### src/rtl/sp_ram_copy_dma.sv
// Background block-copy engine for one single-port RAM port: copies len words from an
// aligned source to an aligned destination, one read then one write per word.
module sp_ram_copy_dma #(
    parameter int ADDR_WIDTH = 8,
    parameter int DATA_WIDTH = 32,
    parameter int LEN_WIDTH  = 8
) (
    input  logic                    clk,
    input  logic                    rst,
    input  logic                    start_i,
    input  logic [ADDR_WIDTH-1:0]   src_addr_i,
    input  logic [ADDR_WIDTH-1:0]   dst_addr_i,
    input  logic [LEN_WIDTH-1:0]    len_i,
    output logic                    busy_o,
    output logic                    done_o,
    output logic [LEN_WIDTH-1:0]    words_o,
    output logic                    mem_en_o,
    output logic [ADDR_WIDTH-1:0]   mem_addr_o,
    output logic [DATA_WIDTH-1:0]   mem_wdata_o,
    output logic                    mem_we_o,
    output logic [DATA_WIDTH/8-1:0] mem_be_o,
    input  logic [DATA_WIDTH-1:0]   mem_rdata_i
);

    localparam int BPW = DATA_WIDTH / 8;
    localparam logic [ADDR_WIDTH-1:0] STEP       = ADDR_WIDTH'(BPW);
    localparam logic [ADDR_WIDTH-1:0] ALIGN_MASK = ~(ADDR_WIDTH'(BPW - 1));

    typedef enum logic [1:0] {
        IDLE,
        RD,
        WR,
        FIN
    } state_t;

    state_t                state;
    state_t                state_next;
    logic [ADDR_WIDTH-1:0] src_ptr;
    logic [ADDR_WIDTH-1:0] dst_ptr;
    logic [LEN_WIDTH-1:0]  len_reg;
    logic [LEN_WIDTH-1:0]  words;
    logic                  last_word;

    // The write about to complete is the final one when words+1 reaches len.
    assign last_word = (words + LEN_WIDTH'(1)) >= len_reg;

    always_ff @(posedge clk) begin
        if (rst) begin
            state <= IDLE;
        end else begin
            state <= state_next;
        end
    end

    always_ff @(posedge clk) begin
        if (rst) begin
            src_ptr <= '0;
            dst_ptr <= '0;
            len_reg <= '0;
            words   <= '0;
        end else begin
            case (state)
                IDLE: begin
                    if (start_i) begin
                        src_ptr <= src_addr_i & ALIGN_MASK;
                        dst_ptr <= dst_addr_i & ALIGN_MASK;
                        len_reg <= len_i;
                        words   <= '0;
                    end
                end
                RD: src_ptr <= src_ptr + STEP;
                WR: begin
                    dst_ptr <= dst_ptr + STEP;
                    words   <= words + LEN_WIDTH'(1);
                end
                default: ;
            endcase
        end
    end

    always_comb begin
        state_next = state;
        case (state)
            IDLE: begin
                if (start_i) begin
                    state_next = (len_i != '0) ? RD : FIN;
                end
            end
            RD:      state_next = WR;
            WR:      state_next = last_word ? FIN : RD;
            FIN:     state_next = IDLE;
            default: state_next = IDLE;
        endcase
    end

    // Write data is the RAM's registered read result from the preceding RD cycle.
    always_comb begin
        busy_o      = (state != IDLE);
        done_o      = 1'b0;
        mem_en_o    = 1'b0;
        mem_we_o    = 1'b0;
        mem_be_o    = '0;
        mem_addr_o  = '0;
        mem_wdata_o = '0;
        case (state)
            RD: begin
                mem_en_o   = 1'b1;
                mem_addr_o = src_ptr;
            end
            WR: begin
                mem_en_o    = 1'b1;
                mem_we_o    = 1'b1;
                mem_be_o    = '1;
                mem_addr_o  = dst_ptr;
                mem_wdata_o = mem_rdata_i;
            end
            FIN:     done_o = 1'b1;
            default: ;
        endcase
    end

    assign words_o = words;

endmodule
### config.mk
export PLATFORM = sky130hd
export DESIGN_NAME = sp_ram_copy_dma
export DESIGN_NICKNAME = d
export VERILOG_FILES = /design/src/rtl/sp_ram_copy_dma.sv
export SDC_FILE = /design/constraint.sdc
export NUM_CORES = 1
export LEC_CHECK = 0
export ABC_CLOCK_PERIOD_IN_PS = 1900
export CELL_PAD_IN_SITES_DETAIL_PLACEMENT = 0
export CELL_PAD_IN_SITES_GLOBAL_PLACEMENT = 1
export CORE_UTILIZATION = 39
export CTS_CLUSTER_DIAMETER = 30
export DETAILED_ROUTE_END_ITERATION = 7
export DONT_BUFFER_PORTS = 1
export GPL_ROUTABILITY_DRIVEN = 0
export GPL_TIMING_DRIVEN = 0
export PLACE_DENSITY = 0.8
export SLEW_MARGIN = 20
export SYNTH_ARGS = -nofsm -noshare
export SYNTH_HDL_FRONTEND = slang
export SYNTH_SLANG_ARGS = --single-unit
### constraint.sdc
create_clock -name clk -period 1.9 [get_ports clk]
set_input_delay 0.095 -clock clk [delete_from_list [all_inputs] [get_ports clk]]
set_output_delay 0.095 -clock clk [all_outputs]
set_load 0.01 [all_outputs]
==> impl_metrics.env, run 1 <==
export IMPL_r2r_slack_ns=-0.17
export IMPL_max_freq_mhz=482
export IMPL_post_route_util=0.507
export IMPL_die_area_sq_um=5810
export IMPL_drc_errors=0
export IMPL_rsz0062_at_grt="yes"
export IMPL_drv_cap=0
export IMPL_numCtsBuffers=5
export IMPL_netlist_instances=287
export IMPL_hold_class="input pin to register"
export IMPL_max_slew_margin=0.607
export IMPL_powerDensity_nw_per_um2=1160
export IMPL_fin_area_sq_um=2640
export IMPL_clock_latency_ns=0.28
export IMPL_reg2reg_depth=7
export IMPL_fp_dieW_microns=76.2
export IMPL_vdd_drop_max_mv=0.613
export IMPL_grt_pass1_wl_mm=9.27
export IMPL_wire_per_inst_microns=15.6
export IMPL_worstPathArrival_ns=2.28
export IMPL_cts_tree="done"
export IMPL_finalMaxSlewViolations=0
export IMPL_final_nets=381
export IMPL_pre_cts_ws_ns=-0.241
export IMPL_finalCritPeriodShare=1.09
export IMPL_min_from="rst"
export IMPL_regToRegEndpoint="state[1]"
export IMPL_grt_overflow_total=0
export IMPL_fin_skew_ns=0.00507
export IMPL_pin_count=115
export IMPL_setup_slack_ns=-0.174
export IMPL_ys_ff_latch=30
export IMPL_end_kind="register"
export IMPL_drtPass1Iterations=4
export IMPL_yosysSeqAreaShare=0.280
export IMPL_drtIter0Drc=112
export IMPL_htreeDepth=2
export IMPL_ant_nets=0
export IMPL_hold_ws_ns=0.0403
export IMPL_tns_ns=-0.174
export IMPL_synth_warning_count=0
export IMPL_power_mw=3.08
export IMPL_startpoint_type="register"
export IMPL_leakage_nw=1.05
export IMPL_cts_sinks=30
export IMPL_start_util=0.413
export IMPL_place_area_sq_um=2310
export IMPL_area_delta_synth_final_pct=22.9
export IMPL_num_rows=26
export IMPL_grt_max_degree=11
export IMPL_failed_checks="negative setup slack"
export IMPL_fin_cells=378
export IMPL_worstPathMaxFanout=7
export IMPL_diodes=0
export IMPL_final_cell_mix="nand2_1, and2_1, a21oi_1"
export IMPL_synth_edf_count=0
export IMPL_globalRouteTotalUtil=0.201
export IMPL_cts_clk_slew_worst_paths_ns=0.07
export IMPL_min_to="dst_ptr[7]"
export IMPL_hpwl_mm=4.47
export IMPL_clockBufferDepth=2
export IMPL_final_hold_violation_count=0
export IMPL_worstHoldPathCells=2
export IMPL_antenna_found_initial=0
export IMPL_die_h_microns=76.2
export IMPL_setup_viol_count_final=1
export IMPL_grt_pass1_vias=1867
export IMPL_finalCriticalPeriod_ns=2.07
export IMPL_routed_via_density=5.40
export IMPL_wl_mm=5.91
export IMPL_root_buffer="clkbuf_8"
export IMPL_synthesis_area_sq_um=2150
export IMPL_vias=2043
export IMPL_status="complete, but fails checks"
export IMPL_ys_types=49
export IMPL_async_flop_share=0
export IMPL_tightest_slew_ns=0.589
export IMPL_timing_rr_start="words_o[2]"
export IMPL_ys_flop_type="dfxtp_1"
export IMPL_crit_required_ns=2.10
export IMPL_portBuffers=0
export IMPL_drive_above_1_share=0.195
export IMPL_worstSetupPathType="register to register"
export IMPL_placed_cells=358
export IMPL_syn_avg_cell_area_sq_um=7.49
export IMPL_fp_coreArea_sq_um=5200
## critical path: stages (launching register included)
cell      delay (ns)
dfxtp_4         0.42
nand3_4         0.12
o21a_1          0.20
or2_4           0.24
ha_4            0.27
nand3_2         0.06
or4_4           0.48
a211oi_2        0.19
## area by class of cell
class / count / area [sq um]
multi-input combinational: 220 / 1510
inverter: 16 / 60.1
clock buffer: 5 / 68.8
fill: 510 / 2560
buffer: 22 / 143
sequential: 30 / 627
tap: 70 / 87.6
timing repair buffer: 12 / 110
clock inverter: 3 / 40.0
## layer usage
metal  vias up  routed length, microns  track usage
li1       1015                       -            -
met1       938                    2680        0.248
met2        86                    2840        0.349
met3         4                     340       0.0443
met4         0                      54       0.0558
met5         -                       0            0
## power breakdown
part           total, mW  internal [mW]  leakage (nW)  switching (mW)
logic               1.53          0.615         0.736           0.919
registers          0.901          0.759         0.251           0.142
clock network      0.641          0.386        0.0579           0.255
total               3.08           1.76          1.05            1.32
## repair_timing
item / CTS / global route
setup endpoints to repair: 50 / 47
pin swaps: 3 / 4
hold buffers: 8 / 0
gates cloned: 0 / 0
buffers inserted: 3 / 1
gates resized for setup: 19 / 17
hold endpoints to repair: 8 / 0
## Yosys cell counts (3+ instances only)
library cell,instances,area (sq um)
buf_2,3,15.0
dfxtp_1,30,601
buf_1,3,11.3
a22oi_1,6,45.0
nor2_1,15,56.3
clkbuf_1,8,30.0
a211oi_1,6,45.0
nor2b_1,8,50.1
mux2i_1,4,40.0
and2_1,35,219
buf_4,6,45.0
nor3_1,8,40.0
xor2_1,3,26.3
o21ai_0,14,70.1
nand2_1,35,131
a21oi_1,26,130
inv_1,16,60.1
nand3_1,7,35.0
ha_1,15,188
## worst max-delay path by stage
| stage | cells after the start | to | from | slack [ns] |
|---|---|---|---|---|
| after floorplan | 7 | state[1] | words_o[0] | -0.08 |
| after global placement | 7 | state[1] | words_o[0] | -0.21 |
| after detailed placement | 7 | state[1] | words_o[0] | -0.24 |
| after CTS | 7 | state[1] | words_o[0] | -0.18 |
| after global routing | 7 | state[1] | words_o[2] | -0.23 |
| final | 7 | state[1] | words_o[2] | -0.17 |
## cells by family (layout without fill, tap and decap cells)
family / Yosys count / after routing / share of synthesized area
other: 1 / 2 / 0.00175
AO/OA/AOI/OAI: 71 / 71 / 0.206
XOR/XNOR: 5 / 5 / 0.0204
buffers and inverters: 38 / 58 / 0.0856
multiplexers: 5 / 5 / 0.0239
flip-flops: 30 / 30 / 0.280
AND/OR/NAND/NOR: 122 / 122 / 0.296
adder cells (fa/ha/maj): 15 / 15 / 0.0874
No activity file was read; power rests on OpenSTA's default activity.
==> run 2: changes to the inputs <==
--- a/config.mk
+++ b/config.mk
@@ -5,16 +5,17 @@
 export SDC_FILE = /design/constraint.sdc
 export NUM_CORES = 1
 export LEC_CHECK = 0
+export ABC_AREA = 1
 export ABC_CLOCK_PERIOD_IN_PS = 1900
 export CELL_PAD_IN_SITES_DETAIL_PLACEMENT = 0
 export CELL_PAD_IN_SITES_GLOBAL_PLACEMENT = 1
-export CORE_UTILIZATION = 39
+export CORE_UTILIZATION = 37
 export CTS_CLUSTER_DIAMETER = 30
 export DETAILED_ROUTE_END_ITERATION = 7
 export DONT_BUFFER_PORTS = 1
 export GPL_ROUTABILITY_DRIVEN = 0
 export GPL_TIMING_DRIVEN = 0
-export PLACE_DENSITY = 0.8
+export PLACE_DENSITY = 0.79
 export SLEW_MARGIN = 20
 export SYNTH_ARGS = -nofsm -noshare
 export SYNTH_HDL_FRONTEND = slang
==> run 2 against run 1 <==
Against the previous run:
- the run now ends clean
- die area increased by 4.9%
- total power decreased by 42%
- final area decreased by 5.2%
- maximum frequency increased by 16%
- clock power increased by 27%
- non-clock buffer count decreased by 13
- final cell count increased by 14%
- hold slack got worse by 0.033 ns
- largest power group is now clock
==> impl_metrics.env, run 2 <==
export IMPL_wl_mm=5.18
export IMPL_vdd_drop_max_mv=0.611
export IMPL_final_nets=433
export IMPL_cts_tree="done"
export IMPL_diodes=0
export IMPL_die_area_sq_um=6090
export IMPL_die_h_microns=78.1
export IMPL_wire_per_inst_microns=12.0
export IMPL_final_common_cell="nand2_1"
export IMPL_worstSetupPathType="register to register"
export IMPL_ys_ff_latch=30
export IMPL_ys_types=29
export IMPL_root_buffer="clkbuf_8"
export IMPL_fin_cells=432
export IMPL_fin_skew_ns=0.00531
export IMPL_tightest_slew_ns=0.526
export IMPL_max_freq_mhz=558
export IMPL_cp_slowest_cell="dfxtp_4"
export IMPL_hold_class="input pin to register"
export IMPL_fp_dieW_microns=78.1
export IMPL_met1Wirelength_mm=2.32
export IMPL_dr_max_layer_used="met4"
export IMPL_ant_nets=0
export IMPL_synth_warning_count=0
export IMPL_portBuffers=0
export IMPL_yosysTopAreaCellShare=0.281
export IMPL_crit_chain="ha_4, nand4_1, nand3b_1, and2_1, ha_1, nand2_1, nor2_1, nand2_1, nand2_1, nand2_1, a21oi_1"
export IMPL_drive_above_1_share=0.119
export IMPL_finalMaxSlewViolations=0
export IMPL_worstPathMaxFanout=6
export IMPL_drtIter0Drc=68
export IMPL_pin_count=115
export IMPL_clock_latency_ns=0.28
export IMPL_syn_avg_cell_area_sq_um=6.19
export IMPL_final_cell_mix="nand2_1, inv_1, a21oi_1"
export IMPL_yosysSeqAreaShare=0.281
export IMPL_nFillCells=602
export IMPL_synth_most_common_cell="nand2_1"
export IMPL_finalCriticalPeriod_ns=1.79
export IMPL_async_flop_share=0
export IMPL_numCtsBuffers=5
export IMPL_globalRouteTotalUtil=0.163
export IMPL_grt_pass1_wl_mm=7.94
export IMPL_fp_coreArea_sq_um=5540
export IMPL_yosysTopAreaCell="dfxtp_1"
export IMPL_powerDensity_nw_per_um2=712
export IMPL_cts_sinks=30
export IMPL_status="finished clean"
export IMPL_setup_viol_count_final=0
export IMPL_crit_required_ns=2.11
export IMPL_ys_flop_type="dfxtp_1"
export IMPL_post_route_util=0.452
export IMPL_route_met2_wl_mm=2.44
export IMPL_worstPathArrival_ns=2.01
export IMPL_grt_pass1_vias=1763
export IMPL_num_rows=27
export IMPL_area_delta_synth_final_pct=16.9
export IMPL_netlist_instances=346
export IMPL_path_delay_family="simple AND/OR/NAND/NOR gates"
export IMPL_pre_cts_ws_ns=-0.190
export IMPL_end_kind="register"
export IMPL_placed_cells=419
export IMPL_cts_clk_slew_worst_paths_ns=0.07
export IMPL_drv_cap=0
export IMPL_cp_num_buf_inv=0
export IMPL_final_hold_violation_count=0
export IMPL_leakage_nw=1.34
export IMPL_power_mw=1.78
export IMPL_yosys_top_cells_area="dfxtp_1, nand2_1, inv_1"
export IMPL_drtPass1Iterations=5
export IMPL_antenna_found_initial=0
export IMPL_grt_max_degree=11
export IMPL_routed_via_density=4.87
export IMPL_max_slew_margin=0.649
export IMPL_htreeDepth=2
export IMPL_hpwl_mm=4.01
export IMPL_grt_overflow_total=0
export IMPL_drc_errors=0
export IMPL_yosys_top_cells_count="nand2_1, inv_1, a21oi_1, dfxtp_1, o21ai_0"
export IMPL_synthesis_area_sq_um=2140
export IMPL_clockBufferDepth=2
export IMPL_tns_ns=0
export IMPL_cp_common_cell="nand2_1"
export IMPL_vias=2102
export IMPL_synth_edf_count=0
export IMPL_slowest_delay_ns=0.41
export IMPL_wl_met3_microns=400
export IMPL_finalCritPeriodShare=0.943
export IMPL_start_util=0.386
export IMPL_setup_slack_ns=0.107
export IMPL_rsz0062_at_grt="no"
export IMPL_startpoint_type="register"
run 2: cell types whose count changed in the layout (fill, tap and decap cells not counted), moves of 5 or more:
cell | previous run | this run
nor2_1 | 14 | 19
nand2_1 | 34 | 98
a21oi_1 | 26 | 36
buf_4 | 12 | 7
inv_1 | 16 | 65
nor3_1 | 7 | 1
nand3_1 | 4 | 10
and2_1 | 34 | 1
a22oi_1 | 6 | 0
o21ai_0 | 14 | 24
nor2b_1 | 7 | 1
run 2: worst paths after layout:
path | startpoint | to | slack, ns | cells after the start
setup reg to reg | words_o[0] | state[1] | 0.11 | 11
setup / recovery | words_o[0] | state[1] | 0.11 | 11
hold reg to reg | len_reg[2] | len_reg[2] | 0.47 | 2
hold / removal | dst_addr_i[6] | dst_ptr[6] | 0.007 | 2
run 2: what timing repair did:
item,in CTS,in global routing
hold buffers,4,0
resized for setup,10,13
setup endpoints to repair,11,17
pin swaps,0,7
buffers inserted,0,1
hold endpoints to repair,5,0
run 2: worst register-to-register path, stage by stage, from the launching register on:
cell	delay (ns)
dfxtp_4	0.41
ha_4	0.15
nand4_1	0.10
nand3b_1	0.20
and2_1	0.16
ha_1	0.27
nand2_1	0.06
nor2_1	0.13
nand2_1	0.06
nand2_1	0.05
nand2_1	0.04
a21oi_1	0.10
run 2: power breakdown:
group | internal, mW | switching [mW] | total, mW
clock network | 0.559 | 0.254 | 0.813
logic | 0.0978 | 0.173 | 0.271
registers | 0.666 | 0.0337 | 0.700
run 2: logic make-up (layout without fill, tap and decap cells):
group / after synthesis / count (layout) / share of synthesized area
fa+ha+maj: 15 / 15 / 0.0877
other cells: 1 / 2 / 0.00175
buf+inv: 85 / 98 / 0.169
xor+xnor: 3 / 3 / 0.0123
simple gates: 139 / 139 / 0.267
compound gates: 73 / 73 / 0.182
flops: 30 / 30 / 0.281
run 2: routing by layer:
layer,GRT usage,vias up
li1,-,1091
met1,0.215,941
met2,0.266,68
met3,0.0512,2
met4,0.0222,0
met5,0,-
run 2: per-stage QoR:
stage | hold slack, ns | area (sq um)
after floorplan | 0.164 | 2140
after global placement | 0.165 | 2230
after detailed placement | 0.167 | 2230
after CTS | 0.00144 | 2440
after global routing | 0.0124 | 2500
final | 0.00732 | 2500
run 2: cell type report:
| type | instances | area (sq um) | area share |
|---|---|---|---|
| plain buffers | 16 | 105 | 0.0420 |
| repair buffers | 5 | 47.5 | 0.0190 |
| clock buffers | 6 | 82.6 | 0.0330 |
| multi-input cells | 232 | 1230 | 0.493 |
| flip-flops and latches | 30 | 624 | 0.249 |
| inverters | 69 | 259 | 0.103 |
| clock inverters | 2 | 60.1 | 0.0240 |
| well taps | 72 | 90.1 | 0.0360 |
